**src/rtl/reg_scoreboard_pkg.sv**
```systemverilog
// Shared encodings for the register scoreboard: operand forwarding sources
// and per-register producer ages.
package reg_scoreboard_pkg;

    localparam int REG_ADDR_W = 5;
    localparam int ADDR_SPACE = 1 << REG_ADDR_W;

    // The numeric values deliberately match: a producer at age N is forwarded from source N.
    typedef enum logic [1:0] {
        FWD_REGFILE = 2'd0,
        FWD_EX      = 2'd1,
        FWD_MEM     = 2'd2,
        FWD_WB      = 2'd3
    } fwd_sel_e;

    typedef enum logic [1:0] {
        AGE_FREE = 2'd0,
        AGE_EX   = 2'd1,
        AGE_MEM  = 2'd2,
        AGE_WB   = 2'd3
    } age_e;

endpackage

```
**src/rtl/reg_sb_entry.sv**
```systemverilog
// One architectural register's scoreboard state: age of its youngest
// in-flight producer plus whether that producer is a load.
module reg_sb_entry
    import reg_scoreboard_pkg::*;
(
    input  logic clk,
    input  logic rst,
    input  logic issue,
    input  logic is_load,
    input  logic advance,
    output age_e age,
    output logic load
);

    // NOTE: state is updated with non-blocking assignments so every entry
    // samples the pre-edge values, like real flops.
    always_ff @(posedge clk or posedge rst) begin
        if (rst) begin
            age  <= AGE_FREE;
            load <= 1'b0;
        end else if (issue) begin
            // A new producer overrides any older one, even one retiring this edge.
            age  <= AGE_EX;
            load <= is_load;
        end else if (advance) begin
            unique case (age)
                AGE_FREE: age <= AGE_FREE;
                AGE_EX:   age <= AGE_MEM;
                AGE_MEM:  age <= AGE_WB;
                AGE_WB: begin
                    age  <= AGE_FREE;
                    load <= 1'b0;
                end
                default:  age <= AGE_FREE;
            endcase
        end
    end

endmodule

```
**src/rtl/reg_scoreboard.sv**
```systemverilog
// Register scoreboard for a 5-stage pipeline: tracks in-flight producers,
// selects operand forwarding sources and requests a load-use stall.
module reg_scoreboard
    import reg_scoreboard_pkg::*;
#(
    parameter int NUM_REGS = 32
) (
    input  logic                  clk,
    input  logic                  rst,
    input  logic                  id_valid,
    input  logic                  reg_read_en_1,
    input  logic                  reg_read_en_2,
    input  logic [REG_ADDR_W-1:0] reg_addr_1,
    input  logic [REG_ADDR_W-1:0] reg_addr_2,
    input  logic                  reg_write_en,
    input  logic [REG_ADDR_W-1:0] reg_write_addr,
    input  logic                  id_is_load,
    input  logic                  pipe_stall,
    output logic                  stall_req,
    output logic [1:0]            fwd_sel_1,
    output logic [1:0]            fwd_sel_2
);

    // Sized to the full address space so any address indexes safely;
    // entry 0 and entries beyond NUM_REGS read as permanently free.
    age_e age_q  [ADDR_SPACE];
    logic load_q [ADDR_SPACE];
    logic issue;
    logic hazard_1;
    logic hazard_2;

    assign issue = id_valid & ~stall_req & ~pipe_stall;

    assign age_q[0]  = AGE_FREE;
    assign load_q[0] = 1'b0;

    for (genvar r = 1; r < ADDR_SPACE; r++) begin : g_entry
        if (r < NUM_REGS) begin : g_tracked
            reg_sb_entry u_entry (
                .clk     (clk),
                .rst     (rst),
                .issue   (issue & reg_write_en & (reg_write_addr == REG_ADDR_W'(r))),
                .is_load (id_is_load),
                .advance (~pipe_stall),
                .age     (age_q[r]),
                .load    (load_q[r])
            );
        end else begin : g_untracked
            assign age_q[r]  = AGE_FREE;
            assign load_q[r] = 1'b0;
        end
    end

    // Lookup reads the pre-edge state, so an instruction reading its own
    // destination sees the previous producer rather than itself.
    // NOTE: every output of a combinational block gets a default first so no latch is inferred.
    always_comb begin
        fwd_sel_1 = FWD_REGFILE;
        fwd_sel_2 = FWD_REGFILE;
        hazard_1  = 1'b0;
        hazard_2  = 1'b0;
        if (reg_read_en_1 && reg_addr_1 != '0) begin
            fwd_sel_1 = age_q[reg_addr_1];
            hazard_1  = (age_q[reg_addr_1] == AGE_EX) && load_q[reg_addr_1];
        end
        if (reg_read_en_2 && reg_addr_2 != '0) begin
            fwd_sel_2 = age_q[reg_addr_2];
            hazard_2  = (age_q[reg_addr_2] == AGE_EX) && load_q[reg_addr_2];
        end
    end

    assign stall_req = id_valid & (hazard_1 | hazard_2);

endmodule

```
**config.mk**
```make
export PLATFORM = sky130hd
export DESIGN_NAME = reg_scoreboard
export DESIGN_NICKNAME = d
export VERILOG_FILES = /design/src/rtl/reg_scoreboard_pkg.sv /design/src/rtl/reg_sb_entry.sv /design/src/rtl/reg_scoreboard.sv
export SDC_FILE = /design/constraint.sdc
export NUM_CORES = 1
export LEC_CHECK = 0
export CAP_MARGIN = 20
export CORE_ASPECT_RATIO = 1.4
export CORE_UTILIZATION = 43
export CTS_CLUSTER_SIZE = 40
export DETAILED_ROUTE_END_ITERATION = 6
export PLACE_DENSITY = 0.62
export SKIP_CTS_REPAIR_TIMING = 1
export SLEW_MARGIN = 20
export SYNTH_ARGS = -nofsm -noshare
export SYNTH_HDL_FRONTEND = slang
export SYNTH_SLANG_ARGS = --single-unit
```
**constraint.sdc**
```tcl
create_clock -name clk -period 3.05 [get_ports clk]
set_input_delay 0.305 -clock clk [delete_from_list [all_inputs] [get_ports clk]]
set_output_delay 0.305 -clock clk [all_outputs]
set_load 0.005 [all_outputs]
```
==> results of run 1 <==
## placed cells by master, fill, tap and decap left out, types with 7 or more instances in the layout
cell / n
o21ai_0: 33
o31a_1: 31
clkbuf_16: 12
nor3_1: 7
o31ai_1: 30
mux2i_1: 11
nand2_1: 85
dfrtp_1: 93
and3_1: 24
buf_12: 13
o22ai_2: 8
mux2_2: 7
nand3_1: 8
o22ai_1: 24
mux4_2: 37
and3_4: 13
inv_1: 67
nor2_1: 24
buf_4: 47
clkdlybuf4s50_1: 20
ha_1: 62
## power groups by stage
stage          logic, mW  clock network (mW)  registers [mW]
2_1_floorplan       1.20                   0            1.86
3_3_place_gp        1.55                   0            2.04
3_5_place_dp        1.65                   0            2.07
4_1_cts             1.66                1.21            2.05
5_1_grt             1.94                1.26            2.11
6_report            1.73                1.20            2.06
## registers in the layout, summed over array words and instances (netlist names)
signal and count:
g_entry.g_tracked.u_entry.age 62, g_entry.g_tracked.u_entry.load 31
## logic make-up after synthesis
| logic type | count (synthesis) | synth area share (%) |
|---|---|---|
| compound gates | 156 | 16.6 |
| fa+ha+maj | 62 | 11.1 |
| buf+inv | 115 | 7.67 |
| flops | 93 | 33.3 |
| mux | 60 | 16.3 |
| simple gates | 194 | 15.1 |
## area by class of cell
| cell class | count | share of cell area (%) |
|---|---|---|
| Clock buffer | 10 | 2.74 |
| Timing Repair Buffer | 93 | 12.1 |
| Sequential cell | 93 | 27.9 |
| Clock inverter | 4 | 0.900 |
| Inverter | 68 | 3.07 |
| Tap cell | 196 | 2.94 |
| Multi-Input combinational cell | 473 | 50.3 |
## stage by stage
step / total power [mW] / hold WS [ns] / std cells / setup TNS (ns)
after global placement: 3.59 / 0.545 / 904 / -13.96
after CTS: 4.92 / 0.379 / 918 / -0.334
after detailed placement: 3.72 / 0.562 / 904 / -19.13
final: 4.98 / 0.350 / 937 / 0
after global routing: 5.31 / 0.425 / 937 / -0.0241
after floorplan: 3.06 / 0.499 / 680 / 0
## worst max-delay path: cells and delay by family
kind,cells,cell delay (ns)
buffers and inverters,5,1.02
multiplexers,2,0.77
AO/OA/AOI/OAI,3,0.48
AND/OR/NAND/NOR,1,0.08
## layer usage
metal | up-vias | track usage, %
met3 | 76 | 3.24
met4 | 0 | 11.9
li1 | 2612 | -
met5 | - | 0
met1 | 2877 | 31.5
met2 | 285 | 42.9
## worst max-delay path by stage
stage / start / end / slack, ns / cells after the start
5_1_grt: reg_addr_2[1] / stall_req / -0.02 / 10
4_1_cts: reg_addr_2[0] / stall_req / -0.29 / 10
3_5_place_dp: reg_addr_2[0] / stall_req / -0.27 / 10
3_3_place_gp: reg_addr_2[0] / stall_req / -0.23 / 10
6_report: reg_addr_1[2] / stall_req / 0.07 / 11
2_1_floorplan: rst / g_entry[10].g_tracked.u_entry.age[0] / 0.32 / 1
==> reports/qor.csv, run 1 <==
metric;value;unit
route.layer.met1.wl;7850;um
stdcell_area;0.00835;mm2
worstPathRequired;2.74;ns
fmax;335;MHz
worst_slack;0.0666;ns
seqCellArea;0.00233;mm2
ant_nets;0;
grt_max_degree;81;
die-height;153;um
fin_worst_skew;0.0114;ns
r2r_start;g_entry[26].g_tracked.u_entry.age[0];
dieArea;0.0168;mm2
finalWeightedCongestion;0.950;
hold_path_class;in2async;
p_int;3.20;mW
antenna_found_initial;0;
worstPathCellList;clkdlybuf4s50_1 > buf_6 > buf_12 > buf_12 > mux4_2 > mux4_2 > o21ai_2 > a31oi_1 > a31oi_4 > nor2b_1 > dlymetal6s2s_1;
fp.dieW;110;um
crit_type;in2out;
cts_buffer_depth;2;
grt_usage;25.3;%
core_region_area;0.0157;mm2
crit_fanout;5;
io_buffers;27;
comb_power_share;34.7;%
drv_slew;0;
synth_nets;765;
p_clk_share;24.0;%
wl_per_cell;22.1;um
cts_tree;done;
place_hpwl;14800;um
ys_top_cells_by_area;dfrtp_1 (33%), mux4_2 (12%), ha_1 (11%), nand2_1 (4.6%), o31a_1 (3.9%);
hold_viol;0;
max_cap_viol_count;0;
drt_iter0_markers;538;
ys_types;59;
synth_edf_count;0;
cpPeakStageDelay;0.50;ns
synthArstFlopShare;100;%
cts_sinks;93;
vias_per_cell;6.24;
finalCriticalPeriod;2.98;ns
ir_worst_vdd;0.276;mV
seq_power_share;41.3;%
multi_input_area;0.00420;mm2
post-route-period-util;97.8;%
postSynthCellCount;680;
syn2layout_area_growth;19.5;%
cp-end-kind;output pin;
place_area;0.00772;mm2
fin_nets;823;
setup_viol;0;
synth_top_area_cell;dfrtp_1;
r2r_end;g_entry[24].g_tracked.u_entry.load;
grt_pass1_wl;32000;um
slew_headroom;50.9;%
ys_seq_area_share;33.3;%
powerDensity;597;mW/mm2
dr.pass1.iters;5;
clkLatencyLatePin;0.35;ns
wl_met2;10400;um
preCtsSetupSlack;-0.271;ns
rrSetupSlack;0.28;ns
worstPathArrival;2.68;ns
fill_cells;1393;
antenna_cells;0;
drt-total-wl;20700;um
grt_pass1_vias;5930;
ys_ff_latch;93;
grt_overflow_total;0;
wl_met3;1390;um
slowest_stage;mux4_2;
initial_core_util;44.4;%
yosysMostFrequentCell;dfrtp_1;
vias;5850;
power_switching;1.79;mW
ys.warnings.count;0;
post-route-drc-count;0;
pin_count;28;
top_layer;met4;
synth_top_flop_cell;dfrtp_1;
netSwitchingFraction;35.8;%
fin_util;53.0;%
syn_area_per_cell;10.3;um2
fp-row-count;54;
tightest_slew;0.734;ns
status;finished clean;
leakagePower;3.82;nW
h-tree-depth;3;
start_kind;input port;
cts_buffers;9;
clockRootBuffer;clkbuf_16;
synth_common_cells;dfrtp_1 (93), nand2_1 (85), inv_1 (68);
drive_gt1_share;22.4;%
synth_area;0.00699;mm2
r2r_cells;9;
clk_pin_slew;0.07;ns
synth_top_area_share;33.3;%
No activity file was read; power rests on OpenSTA's default activity.
==> run 2: changes to the inputs <==
Settings changed: SETUP_SLACK_MARGIN from default to 0.1.
==> reports/qor.csv, run 2 (same netlist as run 1, synthesis figures left out) <==
metric;value;unit;change
cts_buffers;9;;unchanged
fin_worst_skew;0.00916;ns;was 0.0114 ns
r2r_start;g_entry[19].g_tracked.u_entry.age[1];;was g_entry[26].g_tracked.u_entry.age[0]
drt_iter0_markers;597;;was 538
grt_use_met3;3.24;%;unchanged
cts_buffer_depth;2;;unchanged
clk_pin_slew;0.07;ns;about the same
place_hpwl;14800;um;unchanged
clockRootBuffer;clkbuf_16;;unchanged
vias_per_cell;6.31;;was 6.24
dieArea;0.0168;mm2;unchanged
wl_per_cell;22.7;um;was 22.1 um
grt_usage;25.3;%;unchanged
grtUsageMet2;42.9;%;unchanged
grt-busiest-layer;met2;;unchanged
met1_usage;31.5;%;unchanged
fp.dieW;110;um;unchanged
finalWeightedCongestion;0.950;;unchanged
top_regs;g_entry.g_tracked.u_entry.age (62), g_entry.g_tracked.u_entry.load (31);;unchanged
core_region_area;0.0157;mm2;unchanged
post-route-drc-count;0;;unchanged
h-tree-depth;3;;unchanged
grt_pass1_wl;32000;um;unchanged
syn2layout_area_growth;21.8;%;was 19.5%
max_cap_viol_count;0;;unchanged
ant_nets;0;;unchanged
stdcell_area;0.00851;mm2;was 0.00835 mm2
crit_type;in2out;;unchanged
ir_worst_vdd;0.322;mV;was 0.276 mV
antenna_cells;0;;unchanged
vias;5965;;was 5850
grt_pass1_vias;5930;;unchanged
rsz0062_at_grt;true;;
io_buffers;27;;unchanged
post-route-period-util;98.5;%;was 97.8%
rrSetupSlack;0.22;ns;was 0.28 ns
drive_gt1_share;23.6;%;was 22.4%
fmax;333;MHz;was 335 MHz
dp.cells;904;;unchanged
largest_register_ffs;62;;unchanged
finalCriticalPeriod;3.01;ns;was 2.98 ns
hold_viol;0;;unchanged
fin_nets;832;;was 823
setup_viol;0;;unchanged
start_kind;input port;;unchanged
status;finished clean;;unchanged
grt_overflow_total;0;;unchanged
leakagePower;3.94;nW;was 3.82 nW
cts_sinks;93;;unchanged
worstPathRequired;2.74;ns;about the same
r2r_end;g_entry[25].g_tracked.u_entry.age[0];;was g_entry[24].g_tracked.u_entry.load
grt_max_degree;81;;unchanged
r2r_cells;9;;unchanged
cts_tree;done;;unchanged
initial_core_util;44.4;%;unchanged
pin_count;28;;unchanged
final_cell_mix;dfrtp_1 (93), nand2_1 (85), inv_1 (66), ha_1 (62), buf_4 (52);;was dfrtp_1 (93), nand2_1 (85), inv_1 (67), ha_1 (62), buf_4 (47)
die-height;153;um;unchanged
dr.pass1.iters;5;;unchanged
drt-total-wl;21500;um;was 20700 um
cp-startpoint;reg_addr_1[2];;unchanged
mostFrequentLayoutCell;dfrtp_1;;unchanged
place_area;0.00772;mm2;unchanged
top_register;g_entry.g_tracked.u_entry.age;;unchanged
crit_fanout;5;;unchanged
stdcell_count;946;;was 937
hold_path_class;in2async;;unchanged
worstPathArrival;2.70;ns;was 2.68 ns
tightest_slew;0.797;ns;was 0.734 ns
slew_headroom;46.7;%;was 50.9%
clkLatencyLatePin;0.35;ns;about the same
drv_slew;0;;unchanged
antenna_found_initial;0;;unchanged
powerDensity;594;mW/mm2;was 597 mW/mm2
cp-end-kind;output pin;;unchanged
crit_end;stall_req;;unchanged
fp-row-count;54;;unchanged
-- run 2: through the flow --
stage / util, % / setup TNS, ns / worst slack, ns / hold WS [ns] / power (mW)
after global placement: 49.0 / -13.96 / -0.234 / 0.545 / 3.59
after CTS: 51.0 / -0.334 / -0.287 / 0.379 / 4.92
after detailed placement: 49.0 / -19.13 / -0.271 / 0.562 / 3.72
final: 54.1 / 0 / 0.0447 / 0.357 / 5.05
after global routing: 54.1 / -0.0403 / -0.0403 / 0.426 / 5.37
after floorplan: - / 0 / 0.325 / 0.499 / 3.06
-- run 2: worst min path at each step --
stage	from	end	slack [ns]
2_1_floorplan	reg_write_addr[0]	g_entry[31].g_tracked.u_entry.load	0.50
5_1_grt	rst	g_entry[12].g_tracked.u_entry.age[0]	0.43
4_1_cts	rst	g_entry[13].g_tracked.u_entry.age[0]	0.38
6_report	rst	g_entry[12].g_tracked.u_entry.age[1]	0.36
3_5_place_dp	g_entry[15].g_tracked.u_entry.load	g_entry[15].g_tracked.u_entry.load	0.56
3_3_place_gp	g_entry[27].g_tracked.u_entry.age[1]	g_entry[27].g_tracked.u_entry.age[1]	0.54
-- run 2: power breakdown --
part           switching (mW)  total (mW)  internal [mW]
Combinational           0.831        1.79          0.961
Clock                   0.486        1.20          0.710
Sequential              0.504        2.07           1.56
Total                    1.82        5.05           3.23
-- run 2: worst max-delay path, cell delays in order --
cell	delay, ns
clkdlybuf4s50_1	0.47
buf_6	0.14
buf_12	0.13
buf_12	0.11
mux4_2	0.28
mux4_2	0.51
o21ai_2	0.13
a31oi_1	0.08
a31oi_4	0.29
nor2b_1	0.09
dlymetal6s2s_1	0.16
-- run 2: per-layer routing --
layer  vias to the layer above  wire (um)
li1                       2624          -
met1                      2944       8120
met2                       306      10700
met3                        91       1360
met4                         0       1320
met5                         -          0
-- run 2: layout make-up --
class | instances | area, um2
Clock inverter | 4 | 75.1
Multi-Input combinational cell | 473 | 4220
Tap cell | 196 | 245
Sequential cell | 93 | 2330
Inverter | 68 | 256
Clock buffer | 10 | 229
Timing Repair Buffer | 102 | 1160
Fill cell | 1369 | 7230
==> run 3: changes to the inputs <==
Settings changed: CTS_CLUSTER_SIZE 40 to default.
==> results of run 3 <==
Same layout as run 2: the final DEF is identical, and so are final timing and power.
